## config.mk

```make
export PLATFORM = sky130hd
export DESIGN_NAME = byte_packer_flat
export DESIGN_NICKNAME = d
export VERILOG_FILES = /design/src/rtl/byte_packer_pkg.sv /design/src/rtl/byte_packer_if.sv /design/src/rtl/byte_packer_sync_fifo.sv /design/src/rtl/byte_packer.sv /design/src/flat_wrapper.sv
export SDC_FILE = /design/constraint.sdc
export NUM_CORES = 1
export LEC_CHECK = 0
export ABC_AREA = 1
export ABC_CLOCK_PERIOD_IN_PS = 8300
export CAP_MARGIN = 10
export CELL_PAD_IN_SITES_DETAIL_PLACEMENT = 1
export CELL_PAD_IN_SITES_GLOBAL_PLACEMENT = 2
export CORE_UTILIZATION = 40
export DETAILED_ROUTE_END_ITERATION = 10
export HOLD_SLACK_MARGIN = 0.15
export PLACE_DENSITY = 0.88
export SYNTH_ARGS = -nofsm -noshare
export SYNTH_HDL_FRONTEND = slang
export SYNTH_SLANG_ARGS = --single-unit
export TNS_END_PERCENT = 10
```

## constraint.sdc

```tcl
create_clock -name clk_b -period 8.3 [get_ports clk_b]
set_clock_uncertainty 0.2 [all_clocks]
set_input_delay 1.66 -clock clk_b [delete_from_list [all_inputs] [get_ports clk_b]]
set_output_delay 1.66 -clock clk_b [all_outputs]
set_load 0.01 [all_outputs]
```

## src/rtl/byte_packer_pkg.sv

```systemverilog
// Shared types and constants for the byte packer: word geometry, packer index
// states and the FIFO entry layout.
package byte_packer_pkg;

   localparam int BYTES_PER_WORD = 4;
   localparam int WORD_W         = 32;
   localparam int CNT_W          = 3;

   typedef enum logic [1:0] {
      IDX0,
      IDX1,
      IDX2,
      IDX3
   } pack_idx_e;

   typedef struct packed {
      logic [WORD_W-1:0] word;
      logic [CNT_W-1:0]  bytes;
   } fifo_entry_t;

   localparam int ENTRY_W = $bits(fifo_entry_t);

endpackage

```

## src/rtl/byte_packer_if.sv

```systemverilog
// Byte stream in, packed-word stream out, plus the overflow status pair.
// master = packer side, slave = producer/consumer side.
interface byte_packer_if;
   import byte_packer_pkg::*;

   logic [7:0]        data_in;
   logic              data_in_valid;
   logic              flush;
   logic [WORD_W-1:0] word_out;
   logic [CNT_W-1:0]  word_bytes;
   logic              word_valid;
   logic              word_ready;
   logic              overflow;
   logic              overflow_clr;

   modport master (
      input  data_in, data_in_valid, flush, word_ready, overflow_clr,
      output word_out, word_bytes, word_valid, overflow
   );

   modport slave (
      output data_in, data_in_valid, flush, word_ready, overflow_clr,
      input  word_out, word_bytes, word_valid, overflow
   );

endinterface

```

## src/rtl/byte_packer_sync_fifo.sv

```systemverilog
// Single-clock FIFO with wrap-bit pointers; a push into a full FIFO is taken
// only when a pop frees a slot in the same cycle. Head reads as zero when empty.
module sync_fifo #(
   parameter int WIDTH = 8,
   parameter int DEPTH = 4
) (
   input  logic             clk,
   input  logic             rst_n,
   input  logic             push,
   input  logic [WIDTH-1:0] push_data,
   input  logic             pop,
   output logic [WIDTH-1:0] pop_data,
   output logic             full,
   output logic             empty
);

   localparam int AW = $clog2(DEPTH);
   localparam logic [AW:0] PTR_ONE = {{AW{1'b0}}, 1'b1};

   logic [AW:0]      wr_ptr_q;
   logic [AW:0]      rd_ptr_q;
   logic [WIDTH-1:0] mem [DEPTH];
   logic             do_push;
   logic             do_pop;

   assign empty    = (wr_ptr_q == rd_ptr_q);
   assign full     = (wr_ptr_q[AW] != rd_ptr_q[AW]) &&
                     (wr_ptr_q[AW-1:0] == rd_ptr_q[AW-1:0]);
   assign do_pop   = pop && !empty;
   assign do_push  = push && (!full || do_pop);
   assign pop_data = empty ? '0 : mem[rd_ptr_q[AW-1:0]];

   always_ff @(posedge clk or negedge rst_n) begin
      if (!rst_n) begin
         wr_ptr_q <= '0;
         rd_ptr_q <= '0;
      end else begin
         if (do_push) wr_ptr_q <= wr_ptr_q + PTR_ONE;
         if (do_pop)  rd_ptr_q <= rd_ptr_q + PTR_ONE;
      end
   end

   // Storage needs no reset: the head is masked to zero while empty.
   always_ff @(posedge clk) begin
      if (do_push) mem[wr_ptr_q[AW-1:0]] <= push_data;
   end

endmodule

```

## src/rtl/byte_packer.sv

```systemverilog
// Packs a little-endian byte stream into 32-bit words and queues them for a
// valid/ready consumer; words that find the queue full are dropped and flagged.
module byte_packer
   import byte_packer_pkg::*;
#(
   parameter int FIFO_DEPTH = 4
) (
   input  logic          clk_b,
   input  logic          rst_n,
   byte_packer_if.master bus
);

   pack_idx_e         state_q;
   pack_idx_e         state_d;
   logic [1:0]        idx;
   logic [23:0]       partial_q;
   logic [23:0]       partial_d;
   logic [WORD_W-1:0] cur_word;
   logic [CNT_W-1:0]  fill_cnt;
   logic              word_done;
   logic              fifo_full;
   logic              fifo_empty;
   logic              pop;
   logic              drop;
   logic              overflow_q;
   fifo_entry_t       push_entry;
   fifo_entry_t       head_entry;

   assign idx = state_q;

   always_ff @(posedge clk_b or negedge rst_n) begin
      if (!rst_n) begin
         state_q   <= IDX0;
         partial_q <= '0;
      end else begin
         state_q   <= state_d;
         partial_q <= partial_d;
      end
   end

   // The incoming byte is merged before the push decision, so a flush in the
   // same cycle carries it, and a byte that completes the word pushes only once.
   always_comb begin
      cur_word = {8'h00, partial_q};
      if (bus.data_in_valid) cur_word[{idx, 3'b000} +: 8] = bus.data_in;
      fill_cnt  = {1'b0, idx} + {2'b00, bus.data_in_valid};
      word_done = (fill_cnt == 3'd4) || (bus.flush && (fill_cnt != 3'd0));
      state_d   = state_q;
      partial_d = partial_q;
      if (word_done) begin
         state_d   = IDX0;
         partial_d = '0;
      end else if (bus.data_in_valid) begin
         state_d   = pack_idx_e'(idx + 2'd1);
         partial_d = cur_word[23:0];
      end
   end

   assign push_entry = '{word: cur_word, bytes: fill_cnt};
   assign pop        = !fifo_empty && bus.word_ready;
   assign drop       = word_done && fifo_full && !pop;

   sync_fifo #(
      .WIDTH (ENTRY_W),
      .DEPTH (FIFO_DEPTH)
   ) u_fifo (
      .clk       (clk_b),
      .rst_n     (rst_n),
      .push      (word_done),
      .push_data (push_entry),
      .pop       (pop),
      .pop_data  (head_entry),
      .full      (fifo_full),
      .empty     (fifo_empty)
   );

   // A drop in the same cycle as a clear keeps the flag set.
   always_ff @(posedge clk_b or negedge rst_n) begin
      if (!rst_n)                overflow_q <= 1'b0;
      else if (drop)             overflow_q <= 1'b1;
      else if (bus.overflow_clr) overflow_q <= 1'b0;
   end

   assign bus.word_out   = head_entry.word;
   assign bus.word_bytes = head_entry.bytes;
   assign bus.word_valid = !fifo_empty;
   assign bus.overflow   = overflow_q;

endmodule
```

## src/flat_wrapper.sv

```systemverilog
// flat-port wrapper written by rule: the top's interface ports become plain ports
module byte_packer_flat import byte_packer_pkg::*;
#(
   parameter int FIFO_DEPTH = 4
)
  (clk_b, rst_n, bus_data_in, bus_data_in_valid, bus_flush, bus_word_ready, bus_overflow_clr, bus_word_out, bus_word_bytes, bus_word_valid, bus_overflow);
  byte_packer_if bus_i ();
  input  logic clk_b;
  input  logic rst_n;
  input wire logic [$bits(bus_i.data_in)-1:0] bus_data_in;
  input wire logic [$bits(bus_i.data_in_valid)-1:0] bus_data_in_valid;
  input wire logic [$bits(bus_i.flush)-1:0] bus_flush;
  input wire logic [$bits(bus_i.word_ready)-1:0] bus_word_ready;
  input wire logic [$bits(bus_i.overflow_clr)-1:0] bus_overflow_clr;
  output wire logic [$bits(bus_i.word_out)-1:0] bus_word_out;
  output wire logic [$bits(bus_i.word_bytes)-1:0] bus_word_bytes;
  output wire logic [$bits(bus_i.word_valid)-1:0] bus_word_valid;
  output wire logic [$bits(bus_i.overflow)-1:0] bus_overflow;
  assign bus_i.data_in = bus_data_in;
  assign bus_i.data_in_valid = bus_data_in_valid;
  assign bus_i.flush = bus_flush;
  assign bus_i.word_ready = bus_word_ready;
  assign bus_i.overflow_clr = bus_overflow_clr;
  assign bus_word_out = bus_i.word_out;
  assign bus_word_bytes = bus_i.word_bytes;
  assign bus_word_valid = bus_i.word_valid;
  assign bus_overflow = bus_i.overflow;
  byte_packer #(.FIFO_DEPTH(FIFO_DEPTH)) u_core (.clk_b(clk_b), .rst_n(rst_n), .bus(bus_i));
endmodule
```

; ---- After elaboration in Yosys (flattened, before gate mapping)
; Memories as Yosys holds them, arrays and structs flattened.
; Cells that the tools add are included.
[op_classes]
n_addsub = 5
n_eq_ne = 4
shifts = 2
muxes = 11
n_reduce_logical = 15
[ops]
columns = op, n
row1 = $mux W24, 2
row2 = $mux W35, 1
row3 = $bwmux W32, 1
row4 = $mux W32, 1
row5 = $shift A8 B7 Y32 const A, 1
row6 = $shiftx A8 B7 Y32, 1
row7 = $logic_and A1 B1 Y1, 7
row8 = $neg A5 Y7, 1
row9 = $add A3 B1 Y3 const B, 2
row10 = $mux W1, 4
row11 = $mux W2, 2
row12 = $reduce_bool A2 Y1, 2
row13 = $add A2 B1 Y3, 1
row14 = $eq A3 B3 Y1, 1
row15 = $eq A3 B3 Y1 const B, 1
row16 = $logic_not A1 Y1, 3
row17 = $reduce_bool A3 Y1, 1
row18 = $add A2 B1 Y2 const B, 1
row19 = $eq A2 B2 Y1, 1
row20 = $logic_or A1 B1 Y1, 2
row21 = $ne A1 B1 Y1, 1
[totals]
ff_bits = 33
ram_bits = 140
in_bits = 14
out_inout_bits = 37
elab_cells = 43
n_memories = 1
[memory_table]
columns = memory, words, word_bits, read_ports, rd_clocked_by_memory_dff, write_ports, line
row1 = u_core.u_fifo.mem, 4, 35, 1, 0, 1, byte_packer_sync_fifo.sv:22  ; logic [WIDTH-1:0] mem [DEPTH];

; ---- Depth between registers and ports, before layout
; Gate-level depths: netlist of run 1.
[logic_depth]
word_depth = 8
ltp_mapped = 10
depth_no_buf = 8

; ---- Cells and area by module
; A second synthesis of run 1 with hierarchy kept.
[unflattened]
cells_unflattened = 741
area_unflattened_um2 = 7618.6
[by_module_without_submodules]
columns = mod, instances, cells_per_inst, area_per_inst_um2, seq_area_each_um2
row1 = sync_fifo, 1, 507, 6012.0, 4354.2
row2 = byte_packer, 1, 234, 1606.5, 675.6

; ---- Least setup slack after synthesis of run 1
; Ideal clock, no wire load.
[synth_path]
kind = input to register
from = input bus_data_in_valid
to = memory u_core.u_fifo.mem[0][0] in the netlist's numbering (enable)
setup_time_ps = 427
arrival_ps = 3998
required_ps = 7673
setup_slack_ps = 3675
cell_stages = 7
path_buffers = 0
path_cell_list = ha_1 > ha_1 > nor2_1 > nand2_1 > nand2_1 > nand2_2 > nor2_1
[synth_between]
elab_chain_len = 7
elab_cells_between_ends = 8
classes_between = add/sub (1) / eq/ne (1) / mux (2) / reduce/logical (4)
[synth_rtl]
columns = element, line
row1 = from (decl), flat_wrapper.sv:11  ; input wire logic [$bits(bus_i.data_in_valid)-1:0] bus_data_in_valid;
row2 = $add A2 B1 Y3 (*), byte_packer.sv:46  ; fill_cnt = {1'b0, idx} + {2'b00, bus.data_in_valid};
row3 = named net u_core.fill_cnt[1], byte_packer.sv:19  ; logic [CNT_W-1:0] fill_cnt;
row4 = $reduce_bool A3 Y1, byte_packer.sv:47  ; word_done = (fill_cnt == 3'd4) || (bus.flush && (fill_cnt != 3'd0));
row5 = $logic_and A1 B1 Y1, byte_packer.sv:47
row6 = $logic_or A1 B1 Y1 (*), byte_packer.sv:47
row7 = $logic_and A1 B1 Y1 (*), byte_packer_sync_fifo.sv:30  ; assign do_push = push && (!full || do_pop);
row8 = $mux W1 (*), byte_packer_sync_fifo.sv:45  ; if (do_push) mem[wr_ptr_q[AW-1:0]] <= push_data;
row9 = $mux W1 (not written as such) (*), byte_packer_sync_fifo.sv:45
row10 = to (decl), byte_packer_sync_fifo.sv:22
; The timed path passes the listed nets; every way through them passes the cells marked *.

; ---- Worst setup path after layout of run 1
[layout_path]
from = register u_core.u_fifo.rd_ptr_q[0]
to = output bus_word_out[21]
[layout_between]
elab_chain_len = 2
elab_cells_between_ends = 3
classes_between = eq/ne (1) / mux (1) / memory (1)
[layout_rtl]
columns = element, line
row1 = from (decl), byte_packer_sync_fifo.sv:21  ; logic [AW:0] rd_ptr_q;
row2 = from (signal assigned), byte_packer_sync_fifo.sv:39  ; if (do_pop) rd_ptr_q <= rd_ptr_q + PTR_ONE;
row3 = $mem_v2 Z4 W35 or $eq A3 B3 Y1 (tied branches), -
row4 = $mux W35 (*), byte_packer_sync_fifo.sv:31  ; assign pop_data = empty ? '0 : mem[rd_ptr_q[AW-1:0]];
row5 = to (decl), flat_wrapper.sv:15  ; output wire logic [$bits(bus_i.word_out)-1:0] bus_word_out;
; Mark *: on every way between the ends. The rest lies on a longest branch, timed or not.

==> results of run 1 <==
[metrics by stage]
step                      hold slack, ns  power [mW]
after global routing               0.361        3.78
after detailed placement           0.331        2.69
after floorplan                    0.298        2.05
final                              0.337        3.57
after global placement             0.324        2.62
after CTS                          0.341        3.59
[routing by layer]
layer  GRT usage [%]  up-vias
met5               0        -
met4            9.34        0
met3            3.26       31
met2            36.6      102
met1            25.6     2538
li1                -     2335
[layout by cell type, fill, tap and decap left out, types with 3 or more instances in the layout]
cell             synthesis  routed
a21oi_1                  7       7
a31oi_1                  8       8
buf_12                   0       3
buf_4                    1       5
bufinv_16                0       6
clkbuf_16                0      17
clkdlybuf4s50_1          0      50
dfrtp_1                 33      32
edfxtp_1               140     140
ha_1                    12      12
inv_1                   84      84
nand2_1                 86      86
nand2_2                  5       5
nand3_1                 17      17
nor2_1                 115     111
nor2_4                   0       4
o21ai_0                 71      71
o22ai_1                 43      43
[cells in the mapped netlist (2+ instances only)]
library cell / number / share of area, %
a21oi_1: 7 / 0.48
o22ai_1: 43 / 3.7
o21ai_0: 71 / 4.9
a31oi_1: 8 / 0.69
clkbuf_1: 15 / 0.77
nand3_1: 17 / 1.2
nor2_1: 115 / 5.9
buf_2: 12 / 0.82
edfxtp_1: 140 / 58
inv_2: 2 / 0.10
ha_1: 12 / 2.1
dfrtp_1: 33 / 11
inv_1: 84 / 4.3
nand2_1: 86 / 4.4
xor2_1: 2 / 0.24
nand2_2: 5 / 0.43
[critical path, cell delays in order (launching register included)]
cell and delay, ns:
dfrtp_2 0.38, buf_4 0.36, inv_2 0.11, buf_4 0.58, nand2_1 0.11, nand2_1 0.12
nor2_2 0.06, nand2_2 0.62, nand2_1 0.15, inv_1 0.09, clkdlybuf4s50_1 0.54
[worst max-delay path by stage]
stage,endpoint,from,slack (ns)
2_1_floorplan,u_core.u_fifo.mem[0][0]$_DFFE_PP_,bus_data_in_valid,3.67
3_3_place_gp,u_core.u_fifo.mem[2][20]$_DFFE_PP_,bus_data_in_valid,2.61
3_5_place_dp,u_core.u_fifo.mem[3][20]$_DFFE_PP_,bus_data_in_valid,2.45
4_1_cts,bus_word_out[21],u_core.u_fifo.rd_ptr_q[0]$_DFFE_PN0P_,2.76
5_1_grt,bus_word_out[4],u_core.u_fifo.rd_ptr_q[0]$_DFFE_PN0P_,2.53
6_report,bus_word_out[21],u_core.u_fifo.rd_ptr_q[0]$_DFFE_PN0P_,2.82
[flip-flops by register name, indices dropped and copies added (netlist names)]
signal                  cells
u_core.bus.overflow         1
u_core.u_fifo.wr_ptr_q      3
u_core.u_fifo.mem         140
u_core.u_fifo.rd_ptr_q      3
u_core.idx                  2
u_core.partial_q           24
[cells by family (layout without fill, tap and decap cells)]
logic type / after synthesis / count (layout) / synth area share, %
buffers and inverters: 116 / 176 / 6.33
XOR/XNOR: 2 / 2 / 0.240
flip-flops: 173 / 173 / 69.0
AO/OA/AOI/OAI: 132 / 132 / 10.0
adder cells (fa/ha/maj): 12 / 12 / 2.06
AND/OR/NAND/NOR: 226 / 226 / 12.3
[power groups by stage]
stage / clock network, mW / registers [mW] / logic, mW
final: 0.892 / 1.22 / 1.46
after global routing: 0.929 / 1.23 / 1.62
after CTS: 0.902 / 1.22 / 1.46
after detailed placement: 0 / 1.24 / 1.45
after global placement: 0 / 1.23 / 1.39
after floorplan: 0 / 1.22 / 0.829
[layout make-up]
class | instances | area [um^2]
clock buffers | 20 | 447
clock inverters | 12 | 218
fillers | 1873 | 8810
inverters | 86 | 323
multi-input cells | 372 | 1830
flip-flops and latches | 173 | 5030
well taps | 225 | 282
repair buffers | 58 | 598
==> flow_metrics.env, run 1 <==
export IMPL_route_met3_wl_um=580
export IMPL_drt_iter0_drc=319
export IMPL_cts_tree="built"
export IMPL_p_int_mw=2.28
export IMPL_ys_seq_elements=173
export IMPL_cts_hold_buf=0
export IMPL_grt_usage_pct=21.0
export IMPL_crit_fanout=74
export IMPL_min_path_cells=2
export IMPL_rr_startpoint="u_core.idx[0]$_DFFE_PN0P_"
export IMPL_synth_ff_type="edfxtp_1"
export IMPL_r2r_worst_path_cells=7
export IMPL_dp_hpwl_um=11000
export IMPL_overflow=0
export IMPL_rsz0062_at_grt="false"
export IMPL_num_rows=48
export IMPL_grt_max_degree=75
export IMPL_post_route_util_pct=49.8
export IMPL_post_cts_resize_count=0
export IMPL_tightest_slew_ns=1.21
export IMPL_core_um2=17500
export IMPL_synthArstFlopShare_pct=19.1
export IMPL_grt_pass1_vias=5341
export IMPL_detail_route_antenna_nets=0
export IMPL_period_share_pct=66.0
export IMPL_place_area_um2=8000
export IMPL_regToRegSetupSlack_ns=4.01
export IMPL_ctsRootBufferMaster="clkbuf_16"
export IMPL_clock_latency_ns=0.43
export IMPL_crit_required_ns=6.44
export IMPL_ir_drop_mv=0.226
export IMPL_finalInstanceArea_um2=8720
export IMPL_die_height_um=137
export IMPL_setup_viol=0
export IMPL_syn_inst=661
export IMPL_outcome="complete, no violations"
export IMPL_relSlewSlack_pct=19.1
export IMPL_p_sw_mw=1.30
export IMPL_power_frac_seq_pct=34.2
export IMPL_drc_errors=0
export IMPL_syn_to_final_growth_pct=19.7
export IMPL_initial_core_util_pct=41.6
export IMPL_p_leak_nw=3.52
export IMPL_firstDrtPassIters=5
export IMPL_synth_cell_types=25
export IMPL_fin_cells=946
export IMPL_min_path_type="register to register"
export IMPL_antenna_cells=0
export IMPL_wl_met2_um=9410
export IMPL_dp_cells=911
export IMPL_syn_nets=687
export IMPL_post_route_min_period_ns=5.48
export IMPL_avgSynthCellArea_um2=11.0
export IMPL_r2r_end="u_core.u_fifo.mem[0][15]$_DFFE_PP_"
export IMPL_die_w_um=137
export IMPL_port_buffers=50
export IMPL_via_count=5006
export IMPL_antenna_found_initial=0
export IMPL_routed_wl_um=18300
export IMPL_cts_buffers=17
export IMPL_crit_type="register to primary output"
export IMPL_fmax_ghz=0.182
export IMPL_p_per_area_nw_per_um2=409
export IMPL_cp_end_kind="primary output"
export IMPL_grt_pass1_wl_um=28600
export IMPL_p_comb_share_pct=40.8
export IMPL_slew_viol_final=0
export IMPL_cap_violations=0
export IMPL_drive_gt1_share_pct=7.07
export IMPL_clockBufferDepth=2
export IMPL_synth_edf_count=140
export IMPL_place_ws_ns=2.45
export IMPL_viasPerCell=5.29
export IMPL_fin_nets=734
export IMPL_post_cts_buffers=0
export IMPL_pwr_share_clk_pct=25.0
export IMPL_clock_sinks=173
export IMPL_worstHoldEndpoint="u_core.bus.overflow$_DFFE_PN0P_"
export IMPL_syn_cell_area_um2=7290
export IMPL_clkTransAtPathRegs_ns=0.06
export IMPL_fin_ws_ns=2.82
export IMPL_hold_viol_final=0
export IMPL_route_top_layer_used="met4"
export IMPL_arrival_ns=3.62
export IMPL_yosysSeqAreaShare_pct=69.0
export IMPL_ys_warn_count=0
export IMPL_dieArea_um2=18800
export IMPL_crit_path_start_kind="register"
export IMPL_wl_met1_um=7930
export IMPL_h_tree_depth=4
export IMPL_switching_share_pct=36.3
export IMPL_wl_per_cell_um=19.4
export IMPL_min_from="u_core.bus.overflow$_DFFE_PN0P_"
export IMPL_pin_count=51
export IMPL_routabilityCongestion=0.747
export IMPL_fin_setup_tns_ns=0
Note: power is estimated with default switching activity, not from simulation.
==> inputs of run 2 (changes only) <==
--- a/config.mk
+++ b/config.mk
@@ -6,14 +6,14 @@
 export NUM_CORES = 1
 export LEC_CHECK = 0
 export ABC_AREA = 1
-export ABC_CLOCK_PERIOD_IN_PS = 8300
+export ABC_CLOCK_PERIOD_IN_PS = 5100
 export CAP_MARGIN = 10
 export CELL_PAD_IN_SITES_DETAIL_PLACEMENT = 1
 export CELL_PAD_IN_SITES_GLOBAL_PLACEMENT = 2
-export CORE_UTILIZATION = 40
+export CORE_UTILIZATION = 39
 export DETAILED_ROUTE_END_ITERATION = 10
 export HOLD_SLACK_MARGIN = 0.15
-export PLACE_DENSITY = 0.88
+export PLACE_DENSITY = 0.86
 export SYNTH_ARGS = -nofsm -noshare
 export SYNTH_HDL_FRONTEND = slang
 export SYNTH_SLANG_ARGS = --single-unit
==> constraint.sdc (replaced) <==
create_clock -name clk_b -period 5.1 [get_ports clk_b]
set_clock_uncertainty 0.2 [all_clocks]
set_input_delay 1.02 -clock clk_b [delete_from_list [all_inputs] [get_ports clk_b]]
set_output_delay 1.02 -clock clk_b [all_outputs]
set_load 0.01 [all_outputs]
==> run 2 against run 1 <==
The flow now finishes with violations (DRC); critical path type unchanged; setup slack worse by 1.8 ns; cell count up 0.63%; highest routed layer unchanged; total power up 55%; core utilization down 2.4 points; flip-flop and latch count unchanged; critical endpoint is now bus_word_bytes[0].
==> flow_metrics.env, run 2 (same netlist as run 1, synthesis figures left out) <==
export IMPL_cpMaxStageDelayCell="dfrtp_1"
export IMPL_place_area_um2=8040
export IMPL_layout_common_cells="edfxtp_1, nor2_1, nand2_1"
export IMPL_grt_max_degree=73
export IMPL_cts_hold_buf=0
export IMPL_path_cells="inv_1, nand2_1, nand2_1, nor2_2, nand2_2, nand2_1, inv_1, clkdlybuf4s50_1"
export IMPL_clock_latency_ns=0.42
export IMPL_routed_wl_um=17900
export IMPL_initial_core_util_pct=40.2
export IMPL_fmax_ghz=0.243
export IMPL_post_cts_resize_count=0
export IMPL_drive_gt1_share_pct=7.19
export IMPL_clockBufferDepth=2
export IMPL_cp_common_cell="nand2_1"
export IMPL_dp_hpwl_um=10900
export IMPL_fin_ws_ns=0.988
export IMPL_h_tree_depth=4
export IMPL_drc_errors=6
export IMPL_slew_viol_final=0
export IMPL_antenna_found_initial=0
export IMPL_grt_pass1_wl_um=28500
export IMPL_relSlewSlack_pct=40.4
export IMPL_die_w_um=139
export IMPL_largest_reg_flops=140
export IMPL_crit_fanout=40
export IMPL_fin_hold_ws_ns=0.342
export IMPL_pin_count=51
export IMPL_clock_sinks=173
export IMPL_firstDrtPassIters=9
export IMPL_grt_usage_pct=19.5
export IMPL_place_ws_ns=1.18
export IMPL_dieArea_um2=19200
export IMPL_syn_to_final_growth_pct=18.0
export IMPL_p_total_mw=5.53
export IMPL_period_share_pct=80.6
export IMPL_num_rows=49
export IMPL_grt_pass1_vias=5341
export IMPL_cts_tree="built"
export IMPL_core_um2=18100
export IMPL_min_path_type="register to register"
export IMPL_post_cts_buffers=0
export IMPL_fin_nets=736
export IMPL_violations="DRC"
export IMPL_overflow=0
export IMPL_viasPerCell=5.22
export IMPL_crit_path_start_kind="register"
export IMPL_antenna_cells=0
export IMPL_arrival_ns=2.89
export IMPL_tightest_slew_ns=0.891
export IMPL_cts_buffers=17
export IMPL_detail_route_antenna_nets=0
export IMPL_fin_cells=952
export IMPL_crit_required_ns=3.88
export IMPL_clkTransAtPathRegs_ns=0.06
export IMPL_setup_viol=0
export IMPL_fillers=1976
export IMPL_die_height_um=139
export IMPL_post_route_util_pct=47.4
export IMPL_via_count=4967
export IMPL_dp_cells=920
export IMPL_final_common_cell="edfxtp_1"
export IMPL_outcome="complete, but fails checks"
export IMPL_cpPeakStageDelay_ns=0.71
export IMPL_rsz0062_at_grt="false"
export IMPL_crit_type="register to primary output"
export IMPL_post_route_min_period_ns=4.11
export IMPL_hold_viol_final=0
export IMPL_ir_drop_mv=0.276
export IMPL_ctsRootBufferMaster="clkbuf_16"
export IMPL_fin_setup_tns_ns=0
export IMPL_p_per_area_nw_per_um2=643
export IMPL_finalInstanceArea_um2=8600
export IMPL_port_buffers=50
export IMPL_cp_end_kind="primary output"
export IMPL_p_leak_nw=3.48
export IMPL_wl_per_cell_um=18.8
export IMPL_drt_iter0_drc=349
export IMPL_routabilityCongestion=0.735
export IMPL_cap_violations=0
run 2: cell count changes in the layout (fill, tap and decap cells not counted), moves of 2 or more:
cell / change
buf_12: -3
buf_4: +5
bufinv_16: -6
clkbuf_1: +2
clkbuf_8: +5
run 2: cell type report:
class	count	area, um^2	area share, %
clock buffer	27	523	6.08
clock inverter	5	31.3	0.364
inverter	86	323	3.75
multi-input combinational	372	1830	21.2
sequential	173	5030	58.5
tap	229	287	3.33
timing repair buffer	60	576	6.69
run 2: routing by layer:
metal / part of all wire, % / up-vias / GRT usage [%] / wire (um)
met4: 1.4 / 0 / 6.78 / 251
met5: 0 / - / 0 / 0
met2: 51 / 105 / 34.3 / 9180
met1: 43 / 2511 / 24.2 / 7720
li1: - / 2333 / - / -
met3: 4.2 / 18 / 3.49 / 745
run 2: final timing paths:
check / slack (ns) / from / cells past startpoint / end
worst max-delay path: 0.99 / u_core.u_fifo.rd_ptr_q[1]$_DFFE_PN0P_ / 8 / bus_word_bytes[0]
worst min-delay path: 0.34 / u_core.partial_q[18]$_DFFE_PN0P_ / 2 / u_core.partial_q[18]$_DFFE_PN0P_
worst max register to register: 2.11 / u_core.idx[0]$_DFFE_PN0P_ / 8 / u_core.u_fifo.mem[0][4]$_DFFE_PP_
worst min register to register: 0.34 / u_core.partial_q[18]$_DFFE_PN0P_ / 2 / u_core.partial_q[18]$_DFFE_PN0P_
max in group asynchronous: 3.53 / rst_n / 2 / u_core.u_fifo.rd_ptr_q[0]$_DFFE_PN0P_
min in group asynchronous: 0.82 / rst_n / 2 / u_core.u_fifo.rd_ptr_q[2]$_DFFE_PN0P_
run 2: critical path, delay by kind of cell (launching register included):
family / cells / cell delay (ns)
DFF: 1 / 0.71
buffers and inverters: 3 / 0.68
and+or+nand+nor: 5 / 1.07
run 2: report_power, final:
part	internal, mW	switching (mW)	leakage (nW)
Sequential	1.88	0.129	1.76
Combinational	0.885	1.43	1.45
Clock	0.700	0.500	0.273
Total	3.47	2.06	3.48
